==> src/rtl/clk_gate_ctrl.sv <==
// Registered CLK_EN/CLK_RDY generator for a latch-based clock gate.
// Optional activity counter enabled by macro CG_ACT_CNT_EN.
module clk_gate_ctrl #(
  parameter int unsigned WAKE_CYCLES = 2,
  parameter int unsigned IDLE_CYCLES = 4,
  parameter int unsigned CNT_WIDTH   = 4
) (
  input  logic        CLK,
  input  logic        RST,
  input  logic        GATE_REQ,
  input  logic        BUSY,
`ifdef CG_ACT_CNT_EN
  input  logic        CNT_CLR,
  output logic [15:0] ACT_CNT,
`endif
  output logic        CLK_EN,
  output logic        CLK_RDY
);

  typedef enum logic [1:0] {
    OFF,
    WAKE,
    ON,
    HOLD
  } state_e;

  localparam logic [CNT_WIDTH-1:0] WakeLd = CNT_WIDTH'(WAKE_CYCLES - 1);
  localparam logic [CNT_WIDTH-1:0] IdleLd = CNT_WIDTH'(IDLE_CYCLES - 1);

  state_e               state_q;
  logic [CNT_WIDTH-1:0] cnt_q;
  logic                 en_q;
  logic                 rdy_q;
  logic                 act;
  logic                 cnt_zero;

  assign act      = GATE_REQ | BUSY;
  assign cnt_zero = (cnt_q == '0);

  // Outputs are written alongside the state so they are pure flop outputs.
  always_ff @(posedge CLK) begin
    if (!RST) begin
      state_q <= OFF;
      cnt_q   <= '0;
      en_q    <= 1'b0;
      rdy_q   <= 1'b0;
    end else begin
      unique case (state_q)
        OFF: begin
          if (GATE_REQ) begin
            state_q <= WAKE;
            cnt_q   <= WakeLd;
            en_q    <= 1'b1;
            rdy_q   <= 1'b0;
          end
        end
        WAKE: begin
          if (cnt_zero) begin
            rdy_q <= 1'b1;
            if (act) begin
              state_q <= ON;
            end else begin
              state_q <= HOLD;
              cnt_q   <= IdleLd;
            end
          end else begin
            cnt_q <= cnt_q - 1'b1;
          end
        end
        ON: begin
          if (!act) begin
            state_q <= HOLD;
            cnt_q   <= IdleLd;
          end
        end
        HOLD: begin
          if (act) begin
            state_q <= ON;
          end else if (cnt_zero) begin
            state_q <= OFF;
            en_q    <= 1'b0;
            rdy_q   <= 1'b0;
          end else begin
            cnt_q <= cnt_q - 1'b1;
          end
        end
      endcase
    end
  end

  assign CLK_EN  = en_q;
  assign CLK_RDY = rdy_q;

`ifdef CG_ACT_CNT_EN
  logic [15:0] act_cnt_q;

  always_ff @(posedge CLK) begin
    if (!RST) begin
      act_cnt_q <= '0;
    end else if (CNT_CLR) begin
      act_cnt_q <= '0;
    end else if (en_q && (act_cnt_q != 16'hFFFF)) begin
      act_cnt_q <= act_cnt_q + 16'd1;
    end
  end

  assign ACT_CNT = act_cnt_q;
`endif

endmodule
==> config.mk <==
export PLATFORM = sky130hd
export DESIGN_NAME = clk_gate_ctrl
export DESIGN_NICKNAME = d
export VERILOG_FILES = /design/src/rtl/clk_gate_ctrl.sv
export SDC_FILE = /design/constraint.sdc
export NUM_CORES = 1
export LEC_CHECK = 0
export BUFFER_PORTS_ARGS = -buffer_cell sky130_fd_sc_hd__buf_2
export CAP_MARGIN = 20
export CORE_MARGIN = 2
export CORE_UTILIZATION = 41
export CTS_BUF_LIST = sky130_fd_sc_hd__clkbuf_16
export DETAILED_ROUTE_END_ITERATION = 12
export PLACE_DENSITY = 0.61
export SYNTH_ARGS = -nofsm -noshare
export SYNTH_HDL_FRONTEND = slang
export SYNTH_SLANG_ARGS = --single-unit
==> constraint.sdc <==
create_clock -name CLK -period 2.8 [get_ports CLK]
set_input_delay 0.28 -clock CLK [delete_from_list [all_inputs] [get_ports CLK]]
set_output_delay 0.28 -clock CLK [all_outputs]
set_load 0.02 [all_outputs]
# After elaboration in Yosys (flattened, before gate mapping)
# Index checks and enable logic that the tools add are counted.
# word_totals
wordCells	44
register_bits	8
output_inout_bits	2
# classes
n_eq_ne	10
muxes	20
n_reduce_logical	8
n_bitwise	1
n_addsub	1
# ops
op	n
two-way mux 4 bit	5
one-hot mux 4 bit (4 select lines)	1
inequality test 2 bit (second input constant)	6
two-way mux 2 bit	5
one-hot mux 2 bit (4 select lines)	1
AND reduction 4 bit	2
two-way mux 1 bit	6
AND reduction 5 bit	1
== test 2 bit (second input constant)	2
zero test 4 bit	1
subtractor 4 x 1 -> 4 bit (second input constant)	1
inequality test 3 bit (second input constant)	1
one-hot mux 1 bit (3 select lines)	1
AND reduction 3 bit	1
nonzero test 3 bit	1
== test 2 x 1 -> 1 bit (second input constant)	1
zero test 2 bit	1
one-hot mux 1 bit (2 select lines)	1
nonzero test 2 bit	1
OR 1 bit	1

# Depth between registers and ports, before layout
# Gate-level depths: netlist (run 1).
# logic_depth
word_depth	4
mapped_depth	7
ltp_nobuf	6

# Least setup slack after synthesis (run 1)
# OpenSTA, ideal clock, no wires.
# synth_timing
path_type	reg-to-reg
start	reg cnt_q[0]
end	reg cnt_q[3]
stages_incl_launch_ff	8
setup_ns	0.088
setup_slack_ns	1.146
required_time_ns	2.712
arrival_ns	1.565
cell_sequence	dfxtp_1 -> inv_1 -> ha_1 -> or3b_1 -> buf_6 -> a21oi_2 -> or3b_4 -> o32ai_2
# synth_between
elab_chain_cells	4
# synth_lines
item	line_no	source
start: declaration	31	logic [CNT_WIDTH-1:0] cnt_q;
start signal: assignment	52	cnt_q <= WakeLd;
start signal: assignment	64	cnt_q <= IdleLd;
start signal: assignment	67	cnt_q <= cnt_q - 1'b1;
subtractor 4 x 1 -> 4 bit	67, 84	
two-way mux 4 bit	79	end else if (cnt_zero) begin
two-way mux 4 bit	77	if (act) begin
one-hot mux 4 bit (4 select lines)	48	unique case (state_q)
# Several ways; a longest one is shown, not always the timed one. The select of a mux whose other input is x is not followed.
# A chain may end at the register's enable or synchronous reset.

# Final worst setup path (run 1)
# layout_timing
start	reg cnt_q[1]
end	reg cnt_q[3]
# The elaborated chain is that of the path after synthesis.

==> Flow_metrics.wiki, run 1 <==
{| class="wikitable"
! Metric !! Value
|-
| Global-route layer with the greatest usage || met2
|-
| Final Skew || between 0.0015 and 0.002 ns
|-
| Sort of element at the end of the critical path || flip-flop
|-
| Number of max-cap violations || 0
|-
| Clock Tree Buf Depth || 2
|-
| Clk Latency, worst-skew pair || approximately 0.23 ns
|-
| Worst max-slew margin expressed relative to the limit || 67.1%
|-
| Post_cts resized || 0
|-
| Post-placement setup slack || 0.929 ns
|-
| Critical path cell sequence || inv_1 > ha_1 > or3b_1 > a21oi_2 > or3b_4 > o32ai_2
|-
| Worst Setup Path Type || flip-flop to flip-flop
|-
| Global routing usage on met3 || 8.33%
|-
| Number of diodes added for antenna fixing || 0
|-
| Share of synthesized area occupied by flip-flops and latches || between 20% and 30%
|-
| X dimension of the die || between 40 and 50 um
|-
| Depth of the worst hold-timing path || 2
|-
| Number of nets in the layout || 76
|-
| Share of synthesized registers carrying an async set or reset || 0%
|-
| Clock tree from TritonCTS || done
|-
| Largest cells by area after synthesis || sky130_fd_sc_hd__dfxtp_1 (29%), sky130_fd_sc_hd__o21ai_0 (4.6%), sky130_fd_sc_hd__a21oi_1 (3.7%), sky130_fd_sc_hd__nor2_8 (3.7%), sky130_fd_sc_hd__o211a_1 (3.7%)
|-
| Final worst setup slack || between 0.9 and 1 ns
|-
| Core outline area || about 1300 um^2
|-
| Accumulated negative setup slack || 0 ns
|-
| Total iterations of the first detailed-routing run || 4
|-
| Period utilisation layout || roughly two thirds
|-
| Number of distinct library cells after synthesis || 33
|-
| Remaining global-route overflow || 0
|-
| P_leak || ~0.00026 uW
|-
| Crit-path max cell delay || around 0.40 ns
|-
| Yosys warns || 0
|-
| Post-synth EDFFs || 0
|-
| Final number of hold-violating endpoints || 0
|-
| Power density of the placed cells || ~750 nW/um^2
|-
| Total via count in the routed design || slightly below 500
|-
| Maximum VDD drop || approximately 540 uV
|-
| TritonCTS Buffers || 3
|-
| Clock Sink Count || 8
|-
| Total global routing track utilization || a little under a fifth
|-
| Wire length after detailed routing || 1130 um
|-
| Worst path arrival time || just over 2 ns
|-
| Iteration-0 DRC Markers || 16
|-
| Placer's final routability congestion estimate || 0.784
|-
| Critical Path RT || 2.94 ns
|-
| Final min period || approximately 1.9 ns
|-
| Clock transition at the registers of the reported paths || approximately 0.04 ns
|-
| Top cell type by total area after synthesis || sky130_fd_sc_hd__dfxtp_1
|-
| GR Util met2 || 32.5%
|-
| Worst-path maximum fanout || 7
|-
| Path depth of the worst reg2reg path || 6
|-
| Die H || between 40 and 50 um
|-
| Flip-flop and latch count after synthesis || 8
|-
| Master cell of the clock root buffer || sky130_fd_sc_hd__clkbuf_16
|-
| Syn Nets || 69
|-
| Die Footprint || 1640 um^2
|-
| Syn Area/Cell || around 8.5 um^2
|-
| Path type of the worst min-delay path || primary input to flip-flop
|-
| Final-layout fill cell count || approximately 120
|-
| Number of ports placed on the die boundary || 6
|-
| Number of H-tree levels || 1
|-
| Unrepaired setup endpoints after global routing || no
|-
| Most numerous cell types in the synthesized netlist || sky130_fd_sc_hd__dfxtp_1 (8), sky130_fd_sc_hd__nand2_1 (5), sky130_fd_sc_hd__o21ai_0 (5)
|-
| DRC violation count after routing || 0
|-
| Per-cell routed wire length || 13.5 um
|-
| Area added between synthesis and finish || 18.1%
|-
| Met1 Resource Use GR || between 20% and 30%
|-
| Initial Util || a little over two fifths
|-
| Input/output buffers || 5
|-
| Kind of start point of the critical path || flip-flop
|-
| Post-synth top flop || sky130_fd_sc_hd__dfxtp_1
|-
| Reg2Reg Setup Slack || 0.90 ns
|-
| Post-CTS Hold Fix Bufs || 0
|-
| Setup violators final || 0
|-
| Fraction of synthesized cell area taken by the top area cell type || about 29%
|-
| Number of buffers added for setup after CTS || 0
|-
| Cell type of the slowest stage on the worst timing path || sky130_fd_sc_hd__dfxtp_1
|-
| DRT antenna net count || 0
|-
| Mapped cell area || roughly 550 um^2
|-
| Post-Syn Instances || 64
|-
| Run status || finished clean
|-
| Core Rows || 13
|-
| Upper clock frequency limit || 527 MHz
|-
| Number of antenna violations at the first check in global routing || 0
|-
| Via count of the first global-routing pass || a little over 500
|-
| Detail-routed via count per cell || slightly below 6
|-
| Dpl hpwl || around 800 um
|-
| Wire length of the first global-routing pass || approximately 2000 um
|-
| Tightest Pin Transition || approximately 0.49 ns
|-
| Pins over their slew limit || 0
|-
| Share of layout cells above drive strength 1 || just over 20%
|-
| Maximum number of pins on one net before global-route repair || 17
|-
| Most frequent cell after synthesis || sky130_fd_sc_hd__dfxtp_1
|}
-- per-stage QoR --
| step | power, uW | utilization, % | std cells | instance area (um^2) | hold slack, ns |
|---|---|---|---|---|---|
| finish | 486 | 50.9 | 84 | 646 | 0.350 |
| floorplan | 229 | - | 64 | 547 | 0.398 |
| detailed placement | 247 | 45.0 | 81 | 571 | 0.457 |
| global route | 515 | 50.9 | 84 | 646 | 0.358 |
| CTS | 491 | 50.9 | 84 | 646 | 0.350 |
| global placement | 247 | 45.0 | 81 | 571 | 0.455 |
-- cell usage in the layout (no fill, tap or decap), types with 2 or more instances in the layout --
cell type / count
sky130_fd_sc_hd__nor2_1: 3
sky130_fd_sc_hd__o211a_1: 2
sky130_fd_sc_hd__buf_2: 5
sky130_fd_sc_hd__o2bb2ai_1: 2
sky130_fd_sc_hd__dfxtp_1: 8
sky130_fd_sc_hd__nand2_1: 5
sky130_fd_sc_hd__o21ai_0: 5
sky130_fd_sc_hd__nor3_1: 2
sky130_fd_sc_hd__inv_1: 4
sky130_fd_sc_hd__nand3b_1: 2
sky130_fd_sc_hd__nor2b_1: 2
sky130_fd_sc_hd__a221oi_1: 2
sky130_fd_sc_hd__and3_1: 2
sky130_fd_sc_hd__a21oi_1: 4
sky130_fd_sc_hd__o21a_1: 2
sky130_fd_sc_hd__clkbuf_16: 3
-- final cells by class --
class                           instances  area (um^2)  area share (%)
Multi-Input combinational cell         49          352            54.5
Sequential cell                         8          160            24.8
Timing Repair Buffer                    5         25.0            3.88
Clock buffer                            3         75.1            11.6
Tap cell                               15         18.8            2.91
Inverter                                4         15.0            2.33
-- worst max-delay path: cells and delay by family, from the launching register on --
family	cells	cell delay, ns
AOI/OAI and AO/OA	2	0.36
adders and majority gates	1	0.23
DFF	1	0.40
buffers and inverters	1	0.09
and+or+nand+nor	2	0.72
-- path summary, 6_finish.rpt --
| path | start | to |
|---|---|---|
| max reg2reg | cnt_q[1] | cnt_q[3] |
| min reg2reg | CLK_EN | CLK_EN |
| min | RST | state_q[0] |
| max | cnt_q[1] | cnt_q[3] |
-- flip-flops by register name, summed over array words and instances (netlist names) --
name / flops
CLK_RDY: 1
cnt_q: 4
state_q: 2
CLK_EN: 1
-- layer usage --
layer / routed length, um / vias to the layer above
met3: 36 / 0
met1: 550 / 241
met5: 0 / -
li1: - / 250
met2: 544 / 4
met4: 0 / 0
-- where the power goes --
| part | switching [uW] | internal (uW) | leakage, uW |
|---|---|---|---|
| registers | 21.1 | 126 | 0.0000656 |
| clock network | 55.7 | 184 | 0.0000370 |
| logic | 54.6 | 45.0 | 0.000155 |
-- cell families after synthesis --
logic type,after synthesis,share of synthesized area (%)
fa+ha+maj,1,2.29
compound gates,24,33.0
simple gates,23,27.5
flops,8,29.3
buf+inv,7,6.40
xor+xnor,1,1.60
(Power assumes the default switching activity.)
==> run 2, diff against run 1 <==
- ABC_AREA: not set -> 1
- CORE_AREA: not set -> 2 2 39 41
- CORE_MARGIN: 2 -> not set
- CORE_UTILIZATION: 41 -> not set
- DIE_AREA: not set -> 0 0 41 43
- PLACE_DENSITY: 0.61 -> 0.59
- clock period: 2.8 -> 1.8 ns (I/O delays scaled with it)
==> run 2 against run 1 <==
Effect of this change:
- non-clock buffer count unchanged
- sequential power up 67%
- critical path depth up 3
- sequential share of layout area up 0.29 points
- worst hold slack worse by 0.14 ns
- count of clock-buffer cells in the layout unchanged
- sequential cell count unchanged
- combinational power rose to 2.8 times the previous value
- critical path type unchanged
==> Flow_metrics.wiki, run 2 <==
{| class="wikitable"
! Metric !! Value
|-
| Via count of the first global-routing pass || 511 (-0.39%)
|-
| Number of antenna violations at the first check in global routing || 0 (unchanged)
|-
| Path depth of the worst reg2reg path || 9 (+3)
|-
| TritonCTS Buffers || 3 (unchanged)
|-
| Fraction of synthesized cell area taken by the top area cell type || 30.9% (+1.6 points)
|-
| Cell type of the slowest stage on the worst timing path || sky130_fd_sc_hd__dfxtp_1
|-
| Critical Path RT || 1.96 ns (-0.98 ns)
|-
| Tightest Pin Transition || 0.291 ns (-0.201 ns)
|-
| Share of synthesized area occupied by flip-flops and latches || 30.9% (+1.6 points)
|-
| Critical path cell sequence || inv_1 > ha_1 > nand2_1 > nand2_1 > nand2_1 > nand2_1 > nand2_1 > nand2_1 > a21oi_1
|-
| Maximum VDD drop || 1060 uV (+95%)
|-
| Clock tree from TritonCTS || done
|-
| Sum of internal, switching and leakage power || 894 uW (+84%)
|-
| Remaining global-route overflow || 0 (unchanged)
|-
| Die Footprint || 1760 um^2 (+7.4%)
|-
| Post_cts resized || 0 (unchanged)
|-
| Flip-flop and latch count after synthesis || 8 (unchanged)
|-
| Die H || 43 um (+6.1%)
|-
| Master cell of the clock root buffer || sky130_fd_sc_hd__clkbuf_16
|-
| Upper clock frequency limit || 707 MHz (+34%)
|-
| Post-Syn Instances || 88 (+38%)
|-
| Clock Tree Buf Depth || 2 (unchanged)
|-
| Number of max-cap violations || 0 (unchanged)
|-
| Unrepaired setup endpoints after global routing || no
|-
| Yosys warns || 0 (unchanged)
|-
| Most used cells in the layout excluding fill and tap cells || sky130_fd_sc_hd__nand2_1 (32), sky130_fd_sc_hd__nor2_1 (13), sky130_fd_sc_hd__inv_1 (11)
|-
| Total via count in the routed design || 549 (+11%)
|-
| Register bank with the most flops || cnt_q
|-
| Met1 Resource Use GR || 19.5% (-0.65 points)
|-
| Wire length of the first global-routing pass || 1930 um (-3.7%)
|-
| Registers with the highest flip-flop counts || cnt_q x4, state_q x2
|-
| Number of buffers added for setup after CTS || 0 (unchanged)
|-
| Worst max-slew margin expressed relative to the limit || 80.5% (+13 points)
|-
| Input/output buffers || 5 (unchanged)
|-
| Wire length after detailed routing || 1170 um (+3.0%)
|-
| DRC violation count after routing || 0 (unchanged)
|-
| Number of ports placed on the die boundary || 6 (unchanged)
|-
| Global-route layer with the greatest usage || met2
|-
| Placer's final routability congestion estimate || 0.839 (+7.0%)
|-
| Total global routing track utilization || 16.6% (-2.5 points)
|-
| Pins over their slew limit || 0 (unchanged)
|-
| Clock Sink Count || 8 (unchanged)
|-
| Sort of element at the end of the critical path || flip-flop
|-
| Kind of start point of the critical path || flip-flop
|-
| Final Skew || 0.00202 ns (+0.0000198 ns)
|-
| Clock transition at the registers of the reported paths || 0.04 ns (about the same)
|-
| Total iterations of the first detailed-routing run || 4 (unchanged)
|-
| Post-synth top flop || sky130_fd_sc_hd__dfxtp_1
|-
| Share of layout cells above drive strength 1 || 13.5% (-6.7 points)
|-
| Core outline area || 1380 um^2 (+9.1%)
|-
| Most common cell after layout, fill and taps aside || sky130_fd_sc_hd__nand2_1
|-
| Iteration-0 DRC Markers || 8 (-8)
|-
| Per-cell routed wire length || 10.4 um (-23%)
|-
| Share of synthesized registers carrying an async set or reset || 0% (unchanged)
|-
| Syn Area/Cell || 5.89 um^2 (-31%)
|-
| Setup violators final || 0 (unchanged)
|-
| Worst path arrival time || 1.57 ns (-0.47 ns)
|-
| Worst-path maximum fanout || 4 (-3)
|-
| Dpl hpwl || 922 um (+15%)
|-
| Most frequent cell after synthesis || sky130_fd_sc_hd__nand2_1
|-
| Finished Layout Cells || 112 (+33%)
|-
| Maximum number of pins on one net before global-route repair || 8 (-9)
|-
| Global routing usage on met3 || 7.85% (-0.48 points)
|-
| Detail-routed via count per cell || 4.90 (-17%)
|-
| Depth of the worst hold-timing path || 3 (+1)
|-
| Final number of hold-violating endpoints || 0 (unchanged)
|-
| Crit-path max cell delay || 0.36 ns (-0.04 ns)
|-
| Top cell type by total area after synthesis || sky130_fd_sc_hd__dfxtp_1
|-
| Number of distinct library cells after synthesis || 17 (-48%)
|-
| Number of diodes added for antenna fixing || 0 (unchanged)
|-
| Number of H-tree levels || 1 (unchanged)
|-
| Post-CTS Hold Fix Bufs || 0 (unchanged)
|-
| Area added between synthesis and finish || 23.2%
|-
| Core Rows || 14 (+1)
|-
| Clk Latency, worst-skew pair || 0.23 ns (about the same)
|-
| P_leak || 0.000322 uW (+25%)
|-
| Accumulated negative setup slack || 0 ns (unchanged)
|-
| Worst Setup Path Type || flip-flop to flip-flop
|-
| Largest cells by area after synthesis || sky130_fd_sc_hd__dfxtp_1 (31%), sky130_fd_sc_hd__nand2_1 (23%), sky130_fd_sc_hd__nor2_1 (9.4%), sky130_fd_sc_hd__a21oi_1 (8.7%), sky130_fd_sc_hd__inv_1 (8.0%)
|-
| Mapped cell area || 518 um^2 (-5.3%)
|-
| Most numerous cell types in the synthesized netlist || sky130_fd_sc_hd__nand2_1 (32), sky130_fd_sc_hd__nor2_1 (13), sky130_fd_sc_hd__inv_1 (11)
|-
| Worst path most repeated cell || sky130_fd_sc_hd__nand2_1
|-
| Post-synth EDFFs || 0 (unchanged)
|-
| X dimension of the die || 41 um (+1.2%)
|-
| Utilization after layout || 46.1% (-4.8 points)
|-
| Flip-flop count of the largest register, all copies and words added || 4 (unchanged)
|-
| GR Util met2 || 25.0% (-7.5 points)
|-
| DRT antenna net count || 0 (unchanged)
|-
| Final-layout fill cell count || 149 (+28%)
|-
| Period utilisation layout || 78.6% (+11 points)
|-
| Number of nets in the layout || 103 (+36%)
|-
| Syn Nets || 93 (+35%)
|-
| Post-placement cell count || 109 (+35%)
|-
| Path type of the worst min-delay path || primary input to flip-flop
|-
| Final min period || 1.42 ns (-0.482 ns)
|-
| Run status || finished clean
|-
| Power density of the placed cells || 1400 nW/um^2 (+86%)
|-
| Initial Util || 37.4% (-5.7 points)
|}
==> run 2: changes by cell type after synthesis, sizes merged, moves of 4 or more <==
cell   delta
nor2     +11
inv       +8
nand2    +28
a21oi     +4
==> run 2: worst max-delay path: cells and delay by family (launching register included) <==
family / cells / cell delay, ns
AND/OR/NAND/NOR: 6 / 0.52
AO/OA/AOI/OAI: 1 / 0.13
buffers and inverters: 1 / 0.10
adder cells (fa/ha/maj): 1 / 0.23
flip-flops: 1 / 0.36
==> run 2: report_power, final <==
part	switching [uW]	internal, uW	total [uW]	leakage [uW]
Clock	80.8	286	367	0.0000370
Combinational	183	98.4	282	0.000219
Sequential	35.8	210	246	0.0000658
==> run 2: area by class of cell <==
cell class | instances | area, um^2 | area share (%)
Timing Repair Buffer | 5 | 25.0 | 3.92
Clock buffer | 3 | 75.1 | 11.8
Tap cell | 16 | 20.0 | 3.14
Inverter | 12 | 45.0 | 7.06
Sequential cell | 8 | 160 | 25.1
Multi-Input combinational cell | 68 | 313 | 49.0
==> run 2: worst paths after layout <==
path / slack (ns) / from / endpoint
max: 0.38 / cnt_q[0] / cnt_q[2]
min: 0.21 / RST / cnt_q[0]
max reg2reg: 0.38 / cnt_q[0] / cnt_q[2]
min reg2reg: 0.46 / CLK_EN / CLK_EN
==> run 2: cell families after synthesis <==
group / share of synthesized area (%)
AND/OR/NAND/NOR: 41.5
AO/OA/AOI/OAI: 14.7
buffers and inverters: 8.70
flip-flops: 30.9
XOR/XNOR: 1.69
adder cells (fa/ha/maj): 2.42
==> run 2: layer usage <==
metal / part of all wire [%] / routed length, um / vias up
li1: - / - / 296
met1: 45 / 528 / 240
met2: 49 / 567 / 11
met3: 4.5 / 53 / 2
met4: 1.3 / 15 / 0
met5: 0 / 0 / -
==> run 2: per-stage QoR <==
stage	instance area (um^2)	hold WS (ns)	setup WS, ns
3_3_place_gp	563	0.451	0.427
4_1_cts	638	0.215	0.368
6_report	638	0.214	0.385
3_5_place_dp	563	0.454	0.428
5_1_grt	638	0.236	0.220
2_1_floorplan	518	0.305	0.583
==> run 3, diff against run 2 <==
- ABC_AREA: 1 -> 0
- CORE_AREA: 2 2 39 41 -> not set
- CORE_MARGIN: not set -> 2
- CORE_UTILIZATION: not set -> 41
- DIE_AREA: 0 0 41 43 -> not set
- PLACE_DENSITY: 0.59 -> 0.61
- clock period: 1.8 -> 1.45 ns (I/O delays scaled with it)
==> run 3 against run 2 <==
Effect of this change:
- the run now ends with setup timing left
- non-clock buffer count rose by 17
- worst setup slack got worse by 0.48 ns
- register-to-register slack lost 0.48 ns
- die area shrank 6.9%
- worst hold slack worse by 0.0034 ns
- maximum frequency fell by 8.6%
- global-route usage grew 5.3 points
- clock skew hardly changed
- largest power group unchanged
==> Flow_metrics.wiki, run 3 (synthesized netlist as in run 1, its figures left out) <==
{| class="wikitable"
! Metric !! Value
|-
| Wire length after detailed routing || 1460 um (+25%)
|-
| Initial Util || 43.1% (+5.7 points)
|-
| TritonCTS Buffers || 3 (unchanged)
|-
| Clock tree from TritonCTS || done
|-
| Path type of the worst min-delay path || primary input to flip-flop
|-
| Upper clock frequency limit || 646 MHz (-8.6%)
|-
| Total iterations of the first detailed-routing run || 4 (unchanged)
|-
| Power density of the placed cells || 1330 nW/um^2 (-5.3%)
|-
| Number of H-tree levels || 1 (unchanged)
|-
| Number of ports placed on the die boundary || 6 (unchanged)
|-
| Critical Path RT || 1.57 ns (-0.39 ns)
|-
| Sort of element at the end of the critical path || flip-flop
|-
| Worst path arrival time || 1.67 ns (+0.10 ns)
|-
| DRT antenna net count || 0 (unchanged)
|-
| Design internal power || 778 uW (+31%)
|-
| Detail-routed via count per cell || 5.96 (+22%)
|-
| Part of the total power dissipated in sequential elements || 24.4% (-3.1 points)
|-
| Die H || 40.5 um (-5.8%)
|-
| Switching power as a share of total power || 28.0% (-5.5 points)
|-
| Clk Latency, worst-skew pair || 0.24 ns (about the same)
|-
| Net switching component of the power || 303 uW (+0.98%)
|-
| Dpl hpwl || 945 um (+2.5%)
|-
| Die Footprint || 1640 um^2 (-6.9%)
|-
| P_leak || 0.000347 uW (+7.7%)
|-
| Most used cells in the layout excluding fill and tap cells || sky130_fd_sc_hd__buf_4 (15), sky130_fd_sc_hd__dfxtp_1 (6), sky130_fd_sc_hd__o21ai_0 (5), sky130_fd_sc_hd__buf_2 (5), sky130_fd_sc_hd__nand2_1 (4)
|-
| Number of max-cap violations || 0 (unchanged)
|-
| Share of power burned in combinational logic || 31.8% (+0.3 points)
|-
| Input/output buffers || 5 (unchanged)
|-
| Tightest Pin Transition || 0.378 ns (+0.0870 ns)
|-
| Unrepaired setup endpoints after global routing || yes
|-
| Core outline area || 1270 um^2 (-8.3%)
|-
| Register bank with the most flops || cnt_q
|-
| Most common cell after layout, fill and taps aside || sky130_fd_sc_hd__buf_4
|-
| Worst Setup Path Type || flip-flop to flip-flop
|-
| Kind of start point of the critical path || flip-flop
|-
| Placer's final routability congestion estimate || 0.891 (+6.2%)
|-
| Master cell of the clock root buffer || sky130_fd_sc_hd__clkbuf_16
|-
| Worst max-slew margin expressed relative to the limit || 74.6% (-6.0 points)
|-
| Registers with the highest flip-flop counts || cnt_q x4, state_q x2
|-
| End of the worst register-to-register path || state_q[0]
|-
| Total global routing track utilization || 22.0% (+5.3 points)
|-
| Core Rows || 13 (-1)
|-
| Utilization after layout || 64.2% (+18 points)
|-
| Final Skew || 0.00206 ns (+0.0000444 ns)
|-
| Number of nets in the layout || 93 (-9.7%)
|-
| Clock Tree Buf Depth || 2 (unchanged)
|-
| Final number of hold-violating endpoints || 0 (unchanged)
|-
| X dimension of the die || 40.5 um (-1.2%)
|-
| Area added between synthesis and finish || 49.0%
|-
| Setup violators final || 6 (+6)
|-
| Number of diodes added for antenna fixing || 0 (unchanged)
|-
| Startpoint of the lowest-slack register-to-register path || cnt_q[1]
|-
| Maximum VDD drop || 841 uV (-21%)
|-
| Via count of the first global-routing pass || 525 (+2.7%)
|-
| Final min period || 1.55 ns (+0.132 ns)
|-
| Per-cell routed wire length || 14.5 um (+39%)
|-
| Remaining global-route overflow || 0 (unchanged)
|-
| Failing checks || setup timing
|-
| Wire length of the first global-routing pass || 2300 um (+19%)
|-
| Path depth of the worst reg2reg path || 7 (-2)
|-
| Final worst setup slack || -0.0977 ns (-0.482 ns)
|-
| Clock Sink Count || 8 (unchanged)
|-
| Clock transition at the registers of the reported paths || 0.04 ns (about the same)
|-
| Clock power frac || 43.8% (+2.8 points)
|-
| Sum of internal, switching and leakage power || 1080 uW (+21%)
|-
| Worst hold path endpoint || state_q[1]
|-
| Run status || finished with violations
|-
| Maximum number of pins on one net before global-route repair || 9 (+1)
|-
| Final-layout fill cell count || 106 (-29%)
|-
| Iteration-0 DRC Markers || 12 (+4)
|-
| Share of layout cells above drive strength 1 || 46.5% (+33 points)
|-
| Number of antenna violations at the first check in global routing || 0 (unchanged)
|-
| Total via count in the routed design || 602 (+9.7%)
|-
| Flip-flop count of the largest register, all copies and words added || 4 (unchanged)
|-
| Critical hold path startpoint || RST
|-
| DRC violation count after routing || 0 (unchanged)
|-
| Pins over their slew limit || 0 (unchanged)
|-
| Depth of the worst hold-timing path || 2 (-1)
|-
| Reg2Reg Setup Slack || -0.1 ns (-0.48 ns)
|-
| Worst-path maximum fanout || 7 (+3)
|-
| Period utilisation layout || 107% (+28 points)
|}
==> run 3: changes by cell type in the layout (fill, tap and decap cells not counted), sizes merged, moves of 4 or more <==
cell / previous run / this run
nand2: 33 / 5
buf: 5 / 22
inv: 12 / 4
a21oi: 9 / 5
nor2: 15 / 4
==> run 3: repair_timing <==
item	CTS	global route
pin swaps	3	1
endpoints found under the setup margin	6	6
endpoints found under the hold margin	0	0
hold buffers	0	0
gates resized for setup	1	6
setup buffers	2	3
==> run 3: worst max path at each step <==
stage,startpoint,end,slack (ns),cells after the start
2_1_floorplan,cnt_q[1],cnt_q[0],-0.13,7
3_3_place_gp,cnt_q[1],cnt_q[0],-0.17,6
3_5_place_dp,cnt_q[1],cnt_q[3],-0.17,6
4_1_cts,cnt_q[1],cnt_q[3],-0.08,6
5_1_grt,cnt_q[1],cnt_q[3],-0.16,6
6_report,cnt_q[1],state_q[0],-0.1,7
==> run 3: layer usage <==
metal / wire length, um / up-vias / part of all wire [%] / global-route usage (%)
met5: 0 / - / 0 / 0
met4: 53 / 0 / 3.6 / 15.8
met3: 70 / 9 / 4.8 / 6.11
met2: 712 / 20 / 49 / 33.3
met1: 623 / 287 / 43 / 26.2
li1: - / 286 / - / -
==> run 3: metrics by stage <==
stage	instances	setup slack, ns	hold WS (ns)	area [um^2]	TNS (ns)
2_1_floorplan	64	-0.134	0.263	562	-0.283
3_3_place_gp	93	-0.171	0.456	676	-0.460
3_5_place_dp	93	-0.165	0.455	676	-0.478
4_1_cts	98	-0.0759	0.211	768	-0.152
5_1_grt	101	-0.162	0.222	815	-0.795
6_report	101	-0.0977	0.211	815	-0.344
==> run 3: area by class of cell <==
cell class                 instances  area (um^2)  share of cell area, %
clock buffer                       3         75.1                   9.22
inverter                           4         15.0                   1.84
multi-input combinational         49          383                   47.0
sequential                         8          163                   20.0
tap                               15         18.8                   2.30
timing repair buffer              22          160                   19.7
==> run 3: worst max-delay path, stage by stage (launching register included) <==
cell,delay (ns)
sky130_fd_sc_hd__dfxtp_2,0.31
sky130_fd_sc_hd__inv_2,0.07
sky130_fd_sc_hd__ha_4,0.13
sky130_fd_sc_hd__or3b_4,0.42
sky130_fd_sc_hd__buf_4,0.16
sky130_fd_sc_hd__a21oi_2,0.11
sky130_fd_sc_hd__nor2_1,0.05
sky130_fd_sc_hd__o21a_1,0.18
==> run 3: power groups by stage <==
| stage | registers (uW) | clock network (uW) | logic [uW] |
|---|---|---|---|
| 2_1_floorplan | 274 | 0 | 181 |
| 3_3_place_gp | 266 | 0 | 275 |
| 3_5_place_dp | 265 | 0 | 277 |
| 4_1_cts | 263 | 472 | 294 |
| 5_1_grt | 267 | 480 | 374 |
| 6_report | 263 | 474 | 344 |
